**src/rtl/c1541_track_loader.sv**
```systemverilog
// c1541_track_loader: moves D64 track sectors between the SD image and the
// dual-port track buffer, flushing GCR-modified tracks before a reload.
//
// Ports:
//   clk32, reset            system clock, synchronous active-high reset
//   track                   current head track (1-based)
//   img_mounted             one-cycle pulse: a new image was inserted
//   img_readonly            image is write-protected
//   gcr_we                  GCR path wrote into the buffer (dirty marker)
//   ram_ready, busy         buffer valid / SD transfer in progress
//   sd_lba, sd_rd, sd_wr    sector request towards the host
//   sd_ack, sd_buff_*       host handshake and byte stream
//   buf_addr/din/we/dout    track buffer port B ({sector, byte})

module c1541_track_loader #(
  parameter int SETTLE    = 1024,
  parameter int MAX_TRACK = 40
) (
  input  logic        clk32,
  input  logic        reset,
  input  logic [5:0]  track,
  input  logic        img_mounted,
  input  logic        img_readonly,
  input  logic        gcr_we,
  output logic        ram_ready,
  output logic        busy,
  output logic [31:0] sd_lba,
  output logic        sd_rd,
  output logic        sd_wr,
  input  logic        sd_ack,
  input  logic [7:0]  sd_buff_addr,
  input  logic [7:0]  sd_buff_dout,
  input  logic        sd_buff_wr,
  output logic [7:0]  sd_buff_din,
  output logic [12:0] buf_addr,
  output logic [7:0]  buf_din,
  output logic        buf_we,
  input  logic [7:0]  buf_dout
);

  localparam int CW = $clog2(SETTLE + 1);
  localparam logic [CW-1:0] SET_V = CW'(SETTLE);
  localparam logic [5:0] MAXT = 6'(MAX_TRACK);

  typedef enum logic [2:0] {
    IDLE,
    LOAD_REQ,
    LOAD_XFER,
    FLUSH_REQ,
    FLUSH_XFER
  } state_t;

  state_t      state, state_n;
  logic [4:0]  sec, sec_n;
  logic [5:0]  tgt, tgt_n;
  logic [5:0]  cur, cur_n;
  logic        dirty, dirty_n;
  logic        mnt, mnt_n;

  logic [5:0]    track_q;
  logic [CW-1:0] cnt;
  logic          req;
  logic          trk_ok;
  logic          cur_ok;
  logic          last;
  logic          xfer_done;
  logic          mnt_any;
  logic          dirty_eff;

  function automatic logic [9:0] base_of(
    input logic [5:0] t
  );
    logic [9:0] tt;
    tt = {4'd0, t};
    if (t <= 6'd17)
      base_of = (tt - 10'd1) * 10'd21;
    else if (t <= 6'd24)
      base_of = 10'd357 + (tt - 10'd18) * 10'd19;
    else if (t <= 6'd30)
      base_of = 10'd490 + (tt - 10'd25) * 10'd18;
    else
      base_of = 10'd598 + (tt - 10'd31) * 10'd17;
  endfunction

  function automatic logic [4:0] count_of(
    input logic [5:0] t
  );
    if (t <= 6'd17)      count_of = 5'd21;
    else if (t <= 6'd24) count_of = 5'd19;
    else if (t <= 6'd30) count_of = 5'd18;
    else                 count_of = 5'd17;
  endfunction

  // Settle timer: a stepping head passes through half-steps, so a new
  // track is only acted on once it has held still for SETTLE cycles.
  always_ff @(posedge clk32) begin
    if (reset) begin
      track_q <= track;
      cnt     <= '0;
    end else begin
      track_q <= track;
      if (track != track_q)
        cnt <= '0;
      else if (cnt != SET_V)
        cnt <= cnt + 1'b1;
    end
  end

  assign req    = (cnt == SET_V) && (track != cur);
  assign trk_ok = (track != 6'd0) && (track <= MAXT);
  assign cur_ok = (cur != 6'd0) && (cur <= MAXT);
  assign last   = (sec == count_of(tgt) - 5'd1);

  assign xfer_done = ((state == LOAD_XFER) ||
                      (state == FLUSH_XFER)) && !sd_ack;
  assign mnt_any   = mnt | img_mounted;

  // A GCR write landing in the same cycle as a request still counts.
  assign dirty_eff = dirty |
                     (gcr_we & ram_ready & ~img_readonly);

  always_ff @(posedge clk32) begin
    if (reset) begin
      state <= IDLE;
      sec   <= '0;
      tgt   <= '0;
      cur   <= '0;
      dirty <= 1'b0;
      mnt   <= 1'b0;
    end else begin
      state <= state_n;
      sec   <= sec_n;
      tgt   <= tgt_n;
      cur   <= cur_n;
      dirty <= dirty_n;
      mnt   <= mnt_n;
    end
  end

  always_comb begin
    state_n = state;
    sec_n   = sec;
    tgt_n   = tgt;
    cur_n   = cur;
    dirty_n = dirty;
    // A mount seen mid-transfer waits for the sector handshake to end.
    mnt_n   = (state != IDLE) && mnt_any && !xfer_done;
    unique case (state)
      IDLE: begin
        dirty_n = dirty_eff;
        if (img_mounted) begin
          if (trk_ok) begin
            state_n = LOAD_REQ;
            sec_n   = '0;
            tgt_n   = track;
          end
        end else if (req) begin
          if (dirty_eff) begin
            state_n = FLUSH_REQ;
            sec_n   = '0;
            tgt_n   = cur;
          end else if (trk_ok) begin
            state_n = LOAD_REQ;
            sec_n   = '0;
            tgt_n   = track;
          end else begin
            cur_n = '0;
          end
        end
      end
      LOAD_REQ: begin
        if (sd_ack) state_n = LOAD_XFER;
      end
      LOAD_XFER: begin
        if (!sd_ack) begin
          if (mnt_any || !last) begin
            state_n = LOAD_REQ;
            sec_n   = sec + 5'd1;
          end else begin
            state_n = IDLE;
            cur_n   = tgt;
            dirty_n = 1'b0;
          end
        end
      end
      FLUSH_REQ: begin
        if (sd_ack) state_n = FLUSH_XFER;
      end
      FLUSH_XFER: begin
        if (!sd_ack) begin
          if (mnt_any || last) begin
            state_n = LOAD_REQ;
            dirty_n = 1'b0;
          end else begin
            state_n = FLUSH_REQ;
            sec_n   = sec + 5'd1;
          end
        end
      end
      default: state_n = IDLE;
    endcase

    // Restart a load at sector 0 of the live track after a mount or a
    // completed flush; an unloadable track parks the machine in IDLE.
    if (xfer_done &&
        (mnt_any || (state == FLUSH_XFER && last))) begin
      sec_n = '0;
      tgt_n = track;
      if (!trk_ok) begin
        state_n = IDLE;
        cur_n   = '0;
      end
    end

    if (img_mounted) begin
      dirty_n = 1'b0;
      cur_n   = '0;
    end
  end

  assign ram_ready   = (state == IDLE) && cur_ok;
  assign busy        = (state != IDLE);
  assign sd_rd       = (state == LOAD_REQ);
  assign sd_wr       = (state == FLUSH_REQ);
  assign sd_lba      = busy ?
                       32'(base_of(tgt)) + 32'(sec) : 32'd0;
  assign buf_addr    = {sec, sd_buff_addr};
  assign buf_din     = sd_buff_dout;
  assign buf_we      = (state == LOAD_XFER) && sd_buff_wr;
  assign sd_buff_din = buf_dout;

endmodule

```
**config.mk**
```make
export PLATFORM = sky130hd
export DESIGN_NAME = c1541_track_loader
export DESIGN_NICKNAME = d
export VERILOG_FILES = /design/src/rtl/c1541_track_loader.sv
export SDC_FILE = /design/constraint.sdc
export NUM_CORES = 1
export LEC_CHECK = 0
export BUFFER_PORTS_ARGS = -buffer_cell sky130_fd_sc_hd__buf_2
export CAP_MARGIN = 20
export CORE_UTILIZATION = 41
export CTS_BUF_LIST = sky130_fd_sc_hd__clkbuf_4 sky130_fd_sc_hd__clkbuf_8 sky130_fd_sc_hd__clkbuf_16
export CTS_CLUSTER_SIZE = 10
export DETAILED_ROUTE_END_ITERATION = 7
export GPL_TIMING_DRIVEN = 0
export MAX_ROUTING_LAYER = met4
export SLEW_MARGIN = 20
export SYNTH_ARGS = -nofsm -noshare
export SYNTH_HDL_FRONTEND = slang
export SYNTH_SLANG_ARGS = --single-unit
```
**constraint.sdc**
```tcl
create_clock -name clk32 -period 6.3 [get_ports clk32]
set_input_delay 0.945 -clock clk32 [delete_from_list [all_inputs] [get_ports clk32]]
set_output_delay 0.945 -clock clk32 [all_outputs]
set_load 0.02 [all_outputs]
```
==> results.yml, run 1 <==
run_status:
  status: "finished clean"
global_routing:
  grt_start_max_net_pins: 14
  antenna_found_initial: 0
  grt_pass1_vias: 4406
  grt_usage: 0.2036
  grt_overflow_total: 0
  grt_pass1_wl_um: 21230
synthesis:
  ys_seq_area_frac: 0.1462
  synth_common_cells: "71 x ha_1, 64 x nor2_1, 52 x inv_1"
  yosys_warnings: 0
  synthCells: 650
  synth.distinct_cells: 81
  syn_area_mm2: 0.005340
  ys_top_cells_by_area: "ha_1 17%, dfxtp_1 15%, xnor2_1 6.9%, buf_4 6.3%, xor2_1 4.6%"
  synth_top_area_cell: "ha_1"
  synth.top_cell.area_share: 0.1664
  ys_seq_elements: 39
  post-synth-top-count-cell: "ha_1"
  synth_edf_count: 0
  synth_ff_type: "dfxtp_1"
  synthArstFlopShare: 0
  synth_area_per_cell_um2: 8.216
timing:
  final-hold-violation-count: 0
  setup_violations: 0
  period_minus_slack_ns: 6.131
  maxSlewViolCount: 0
  clock_skew_ns: 0.006607
  fmax_mhz: 163.1
  max_slew.worst_pin.slew_ns: 0.6267
  post-route-period-util: 0.9732
  slew_headroom: 0.5807
setup_path:
  cpMostUsedCell: "ha_1"
  path_cells: "buf_6, clkbuf_8, inv_2, ha_4, xor2_2, ha_1, ha_1, inv_1, fa_1, fa_1, inv_1, ha_1, o21a_1, o2bb2ai_4, o2111a_1, a211oi_1, a31o_2, or4b_1, nand2b_1, mux2i_1, buf_4"
  crit_path_end_kind: "output pin"
  critPathTopFamily: "adder cells"
  crit_fanout: 10
  start_kind: "register"
  max_stage_delay_ns: 0.54
  crit_type: "register to output pin"
  critPathRequiredTime_ns: 5.35
  crit_buf_inv: 6
  worstPathArrival_ns: 5.19
  slowest_stage: "or4b_1"
routing:
  ant_nets: 0
  drc_errors: 0
  via_per_inst: 5.183
  drt-initial-drc-count: 169
  wl_per_cell_um: 14.30
  dr_total_vias: 4774
  drt_wl_total_um: 13170
  drt-pass1-iter-count: 4
power:
  combPwrFrac: 0.740
  internal-power_uw: 1141
  ir_worst_vdd_v: 0.0002184
  total_leakage_power_uw: 0.002930
  p_sw_uw: 965.6
  switching_share: 0.4584
  pwr-share-clk: 0.137
  power.density_mw_per_mm2: 329.4
  p_seq_frac: 0.123
layout:
  syn_to_final_growth_pct: 19.77
  final_cells: 921
  n_fill_cell: 1263
  insertedDiodeCount: 0
  drive_gt1_frac: 0.2403
  final_util: 0.5048
  nets: 868
floorplanning:
  row_count: 41
  die_area_mm2: 0.01349
  core-area_mm2: 0.01267
  die_y_um: 116.1
  die_width_um: 116.1
  initial_core_util: 0.4214
  ios: 103
placed_design:
  placedCellCount: 899
  dp_hpwl_um: 10360
  gp_congestion: 0.9310
  io_buffer_count: 57
clock_tree:
  cts_tree: "done"
  worstSkewPairLatency_ns: 0.28
  clock-root-buffer: "clkbuf_16"
  cts.htree.levels: 2
  clockBufferDepth: 2
  ctsHoldBuffers: 0
  numCtsBuffers: 5
  path_clk_slew_ns: 0.06
  numClockSinks: 39
job:
  timing.max_cap.violations: 0
worst_hold_path:
  hp-class: "register to register"
## cells in the final DEF (no fill, tap or decap), types with 8 or more instances in the layout
cell and instances:
buf_2 60, nor2b_1 11, nand3_1 16, buf_4 61
o21ai_0 16, dfxtp_1 37, nor2_1 64, ha_1 68
or3_1 8, a21oi_1 31, xnor2_1 39, inv_1 49
nor3_1 16, nand2_1 35, xor2_1 27, fa_1 10
a21o_1 9, conb_1 21, nand2b_1 8
## sequential cells by signal (all words and copies together), names as in the netlist
name / count
track_q: 6
dirty: 1
state: 3
tgt: 6
sec: 5
mnt: 1
cnt: 11
cur: 6
## worst reg2reg max path, delay by kind of cell (launching register included)
family | cells | cell delay, ns
flip-flops | 1 | 0.43
AO/OA/AOI/OAI | 5 | 1.80
AND/OR/NAND/NOR | 2 | 0.28
buffers and inverters | 3 | 0.63
adder cells (fa/ha/maj) | 1 | 0.19
## area by class of cell
type,instances,area [µm²],area share
buffer,63,466.7,0.07297
clock inverter,3,43.79,0.006847
clock buffer,5,125.1,0.01956
sequential,39,785.8,0.1228
inverter,52,202.7,0.03169
multi-input combinational,516,4164,0.6510
tap,172,215.2,0.03365
timing repair buffer,71,392.9,0.06142
## repair_timing
| item | 4_1_cts | 5_1_grt |
|---|---|---|
| endpoints found under the hold margin | 0 | 0 |
| setup buffers | 3 | 11 |
| resized for setup | 23 | 22 |
| endpoints found under the setup margin | 5 | 3 |
| pin swaps | 1 | 3 |
## metal layers
| metal | vias to the layer above | global-route usage | part of all wire |
|---|---|---|---|
| li1 | 2414 | - | - |
| met1 | 2228 | 0.2627 | 0.46 |
| met2 | 115 | 0.3500 | 0.49 |
| met3 | 17 | 0.01557 | 0.036 |
| met4 | 0 | 0.03932 | 0.012 |
| met5 | - | - | 0 |
## per-stage QoR
step | worst slack (ns) | total power (µW) | area [µm²] | TNS (ns) | hold WS [ns]
2_1_floorplan | 0.2024 | 1421 | 5415 | 0 | 0.4787
3_3_place_gp | -0.4933 | 1692 | 5916 | -0.6390 | 0.5001
3_5_place_dp | -0.5704 | 1720 | 5916 | -0.8362 | 0.5151
4_1_cts | 0.001963 | 2045 | 6211 | 0 | 0.5320
5_1_grt | -0.03155 | 2290 | 6396 | -0.03155 | 0.5641
6_report | 0.1689 | 2107 | 6396 | 0 | 0.5345
## logic make-up after synthesis
family                   count (synthesis)  synth area share
AND/OR/NAND/NOR                        193            0.1802
AO/OA/AOI/OAI                          138            0.2029
buffers and inverters                  115            0.1181
adder cells (fa/ha/maj)                 84            0.2132
XOR/XNOR                                72            0.1230
flip-flops                              39            0.1462
multiplexers                             8           0.01570
other                                    1         0.0007022
## power groups by stage
stage | clock [µW] | combinational (µW) | sequential (µW)
floorplan | 0 | 1160 | 263
global placement | 0 | 1430 | 264
detailed placement | 0 | 1460 | 264
CTS | 296 | 1490 | 259
global route | 305 | 1730 | 260
finish | 288 | 1560 | 259
## worst paths after layout
kind	slack (ns)	from	endpoint	cells after the start
hold reg to reg	0.53	cnt[10]$_SDFFE_PP0P_	cnt[10]$_SDFFE_PP0P_	2
hold / removal	0.53	cnt[10]$_SDFFE_PP0P_	cnt[10]$_SDFFE_PP0P_	2
setup / recovery	0.17	tgt[2]$_SDFFE_PP0P_	sd_lba[9]	21
setup reg to reg	2.86	tgt[0]$_SDFFE_PP0P_	cur[0]$_SDFF_PP0_	11
No activity file was read; power rests on OpenSTA's default activity.
==> run 2, diff against run 1 <==
- CELL_PAD_IN_SITES_DETAIL_PLACEMENT: default -> 1
- CELL_PAD_IN_SITES_GLOBAL_PLACEMENT: default -> 2
- CORE_UTILIZATION: 41 -> 34
- PLACE_DENSITY_LB_ADDON: default -> 0.1
==> run 2 against run 1 <==
  * Combinational power rose by 3%
  * Sequential power about the same
  * Clock power up 2%
  * Highest routed layer unchanged
  * Count of clock-buffer cells in the layout did not move
  * Hold slack got worse by 0.0075 ns
  * Global-route usage decreased by 0.35 points
  * Critical path depth stayed put
==> results.yml, run 2 (same netlist as run 1, synthesis figures left out) <==
setup_path:
  start_kind: "register"
  worstPathArrival_ns: 5.14
  crit_type: "register to output pin"
  critPathRequiredTime_ns: 5.35
  crit_fanout: 10
  crit_path_end_kind: "output pin"
timing:
  fmax_mhz: 164.2
  slew_headroom: 0.5663
  setup_ws_ns: 0.2112
  maxSlewViolCount: 0
  setup_violations: 0
  period_minus_slack_ns: 6.089
  max_slew.worst_pin.slew_ns: 0.6437
  post-route-period-util: 0.9665
  whs_ns: 0.5270
  clock_skew_ns: 0.003256
  final-hold-violation-count: 0
layout:
  syn_to_final_growth_pct: 20.08
  regMostFlops: "cnt"
  layout_commonest_cell: "ha_1"
  final_util: 0.4203
  nets: 860
  largest_reg_flops: 11
  final_area_mm2: 0.006412
  final_cells: 952
  layout.cells.most_common_list: "68 x ha_1, 64 x nor2_1, 60 x buf_2, 53 x buf_4, 49 x inv_1"
  drive_gt1_frac: 0.2402
  insertedDiodeCount: 0
global_routing:
  grt_overflow_total: 0
  antenna_found_initial: 0
  grt_start_max_net_pins: 14
  grt_pass1_vias: 4931
  grt_pass1_wl_um: 25240
  grt_usage: 0.2001
routing:
  ant_nets: 0
  drt_wl_total_um: 15550
  wl_per_cell_um: 16.33
  drc_errors: 0
  via_per_inst: 5.125
  dr_total_vias: 4879
  drt-pass1-iter-count: 4
  drt-initial-drc-count: 96
run_status:
  status: "finished clean"
floorplanning:
  die_y_um: 127.3
  die_width_um: 127.3
  initial_core_util: 0.3500
  die_area_mm2: 0.01621
  ios: 103
  core-area_mm2: 0.01526
  row_count: 45
power:
  power.density_mw_per_mm2: 336.5
  ir_worst_vdd_v: 0.0002137
  total_leakage_power_uw: 0.002902
placed_design:
  gp_congestion: 0.8323
  io_buffer_count: 57
  pre_cts_ws_ns: -0.7155
  placedCellCount: 938
  placed_area_mm2: 0.005964
  dp_hpwl_um: 12450
clock_tree:
  cts.htree.levels: 2
  worstSkewPairLatency_ns: 0.29
  clockBufferDepth: 2
  path_clk_slew_ns: 0.06
  cts_tree: "done"
  ctsHoldBuffers: 0
  numCtsBuffers: 5
  clock-root-buffer: "clkbuf_16"
  numClockSinks: 39
worst_hold_path:
  hp-class: "register to register"
job:
  timing.max_cap.violations: 0
==> run 2: path summary, 6_finish.rpt <==
check                      startpoint                 end  slack [ns]  cells after the start
hold / removal     dirty$_SDFFE_PP0P_  dirty$_SDFFE_PP0P_        0.53                      2
setup / recovery  tgt[2]$_SDFFE_PP0P_           sd_lba[9]        0.21                     21
hold reg to reg    dirty$_SDFFE_PP0P_  dirty$_SDFFE_PP0P_        0.53                      2
setup reg to reg  tgt[0]$_SDFFE_PP0P_   cur[2]$_SDFF_PP0_        2.89                     12
==> run 2: timing repair <==
action,CTS,global route
resized for setup,30,19
pin swaps,1,6
buffers inserted,4,2
endpoints found under the setup margin,5,3
==> run 2: worst max-delay path, stage by stage, from the launching register on <==
cell       delay [ns]
dfxtp_1          0.35
buf_6            0.11
clkbuf_8         0.17
inv_2            0.09
ha_4             0.18
xor2_2           0.15
ha_1             0.29
ha_1             0.18
inv_1            0.07
fa_1             0.45
fa_1             0.52
inv_1            0.07
ha_4             0.25
o21a_1           0.13
o2bb2ai_4        0.16
o2111a_1         0.24
a211oi_2         0.07
a31o_2           0.31
or4b_1           0.54
nand2b_1         0.16
mux2i_1          0.17
buf_4            0.17
==> run 2: where the power goes <==
group          switching, µW  internal, µW
clock                    107           187
sequential              6.88           253
combinational            905           700
==> run 2: area by class of cell <==
cell class | count | area [µm²]
clock inverters | 3 | 43.79
plain buffers | 63 | 466.7
flip-flops and latches | 39 | 787.0
clock buffers | 5 | 125.1
well taps | 211 | 264.0
inverters | 52 | 202.7
repair buffers | 63 | 332.8
fillers | 1861 | 8846
multi-input cells | 516 | 4190
==> run 2: layer usage <==
layer / global-route usage / vias to the layer above / part of all wire
met5: - / - / 0
met4: 0.04272 / 0 / 0.016
met3: 0.009213 / 19 / 0.016
met2: 0.3639 / 67 / 0.52
met1: 0.2443 / 2381 / 0.45
li1: - / 2412 / -
==> run 2: metrics by stage <==
| step | total power [µW] | TNS [ns] |
|---|---|---|
| global placement | 1735 | -0.8914 |
| finish | 2158 | 0 |
| CTS | 2111 | 0 |
| global route | 2352 | -0.02520 |
| floorplan | 1421 | 0 |
| detailed placement | 1772 | -1.343 |
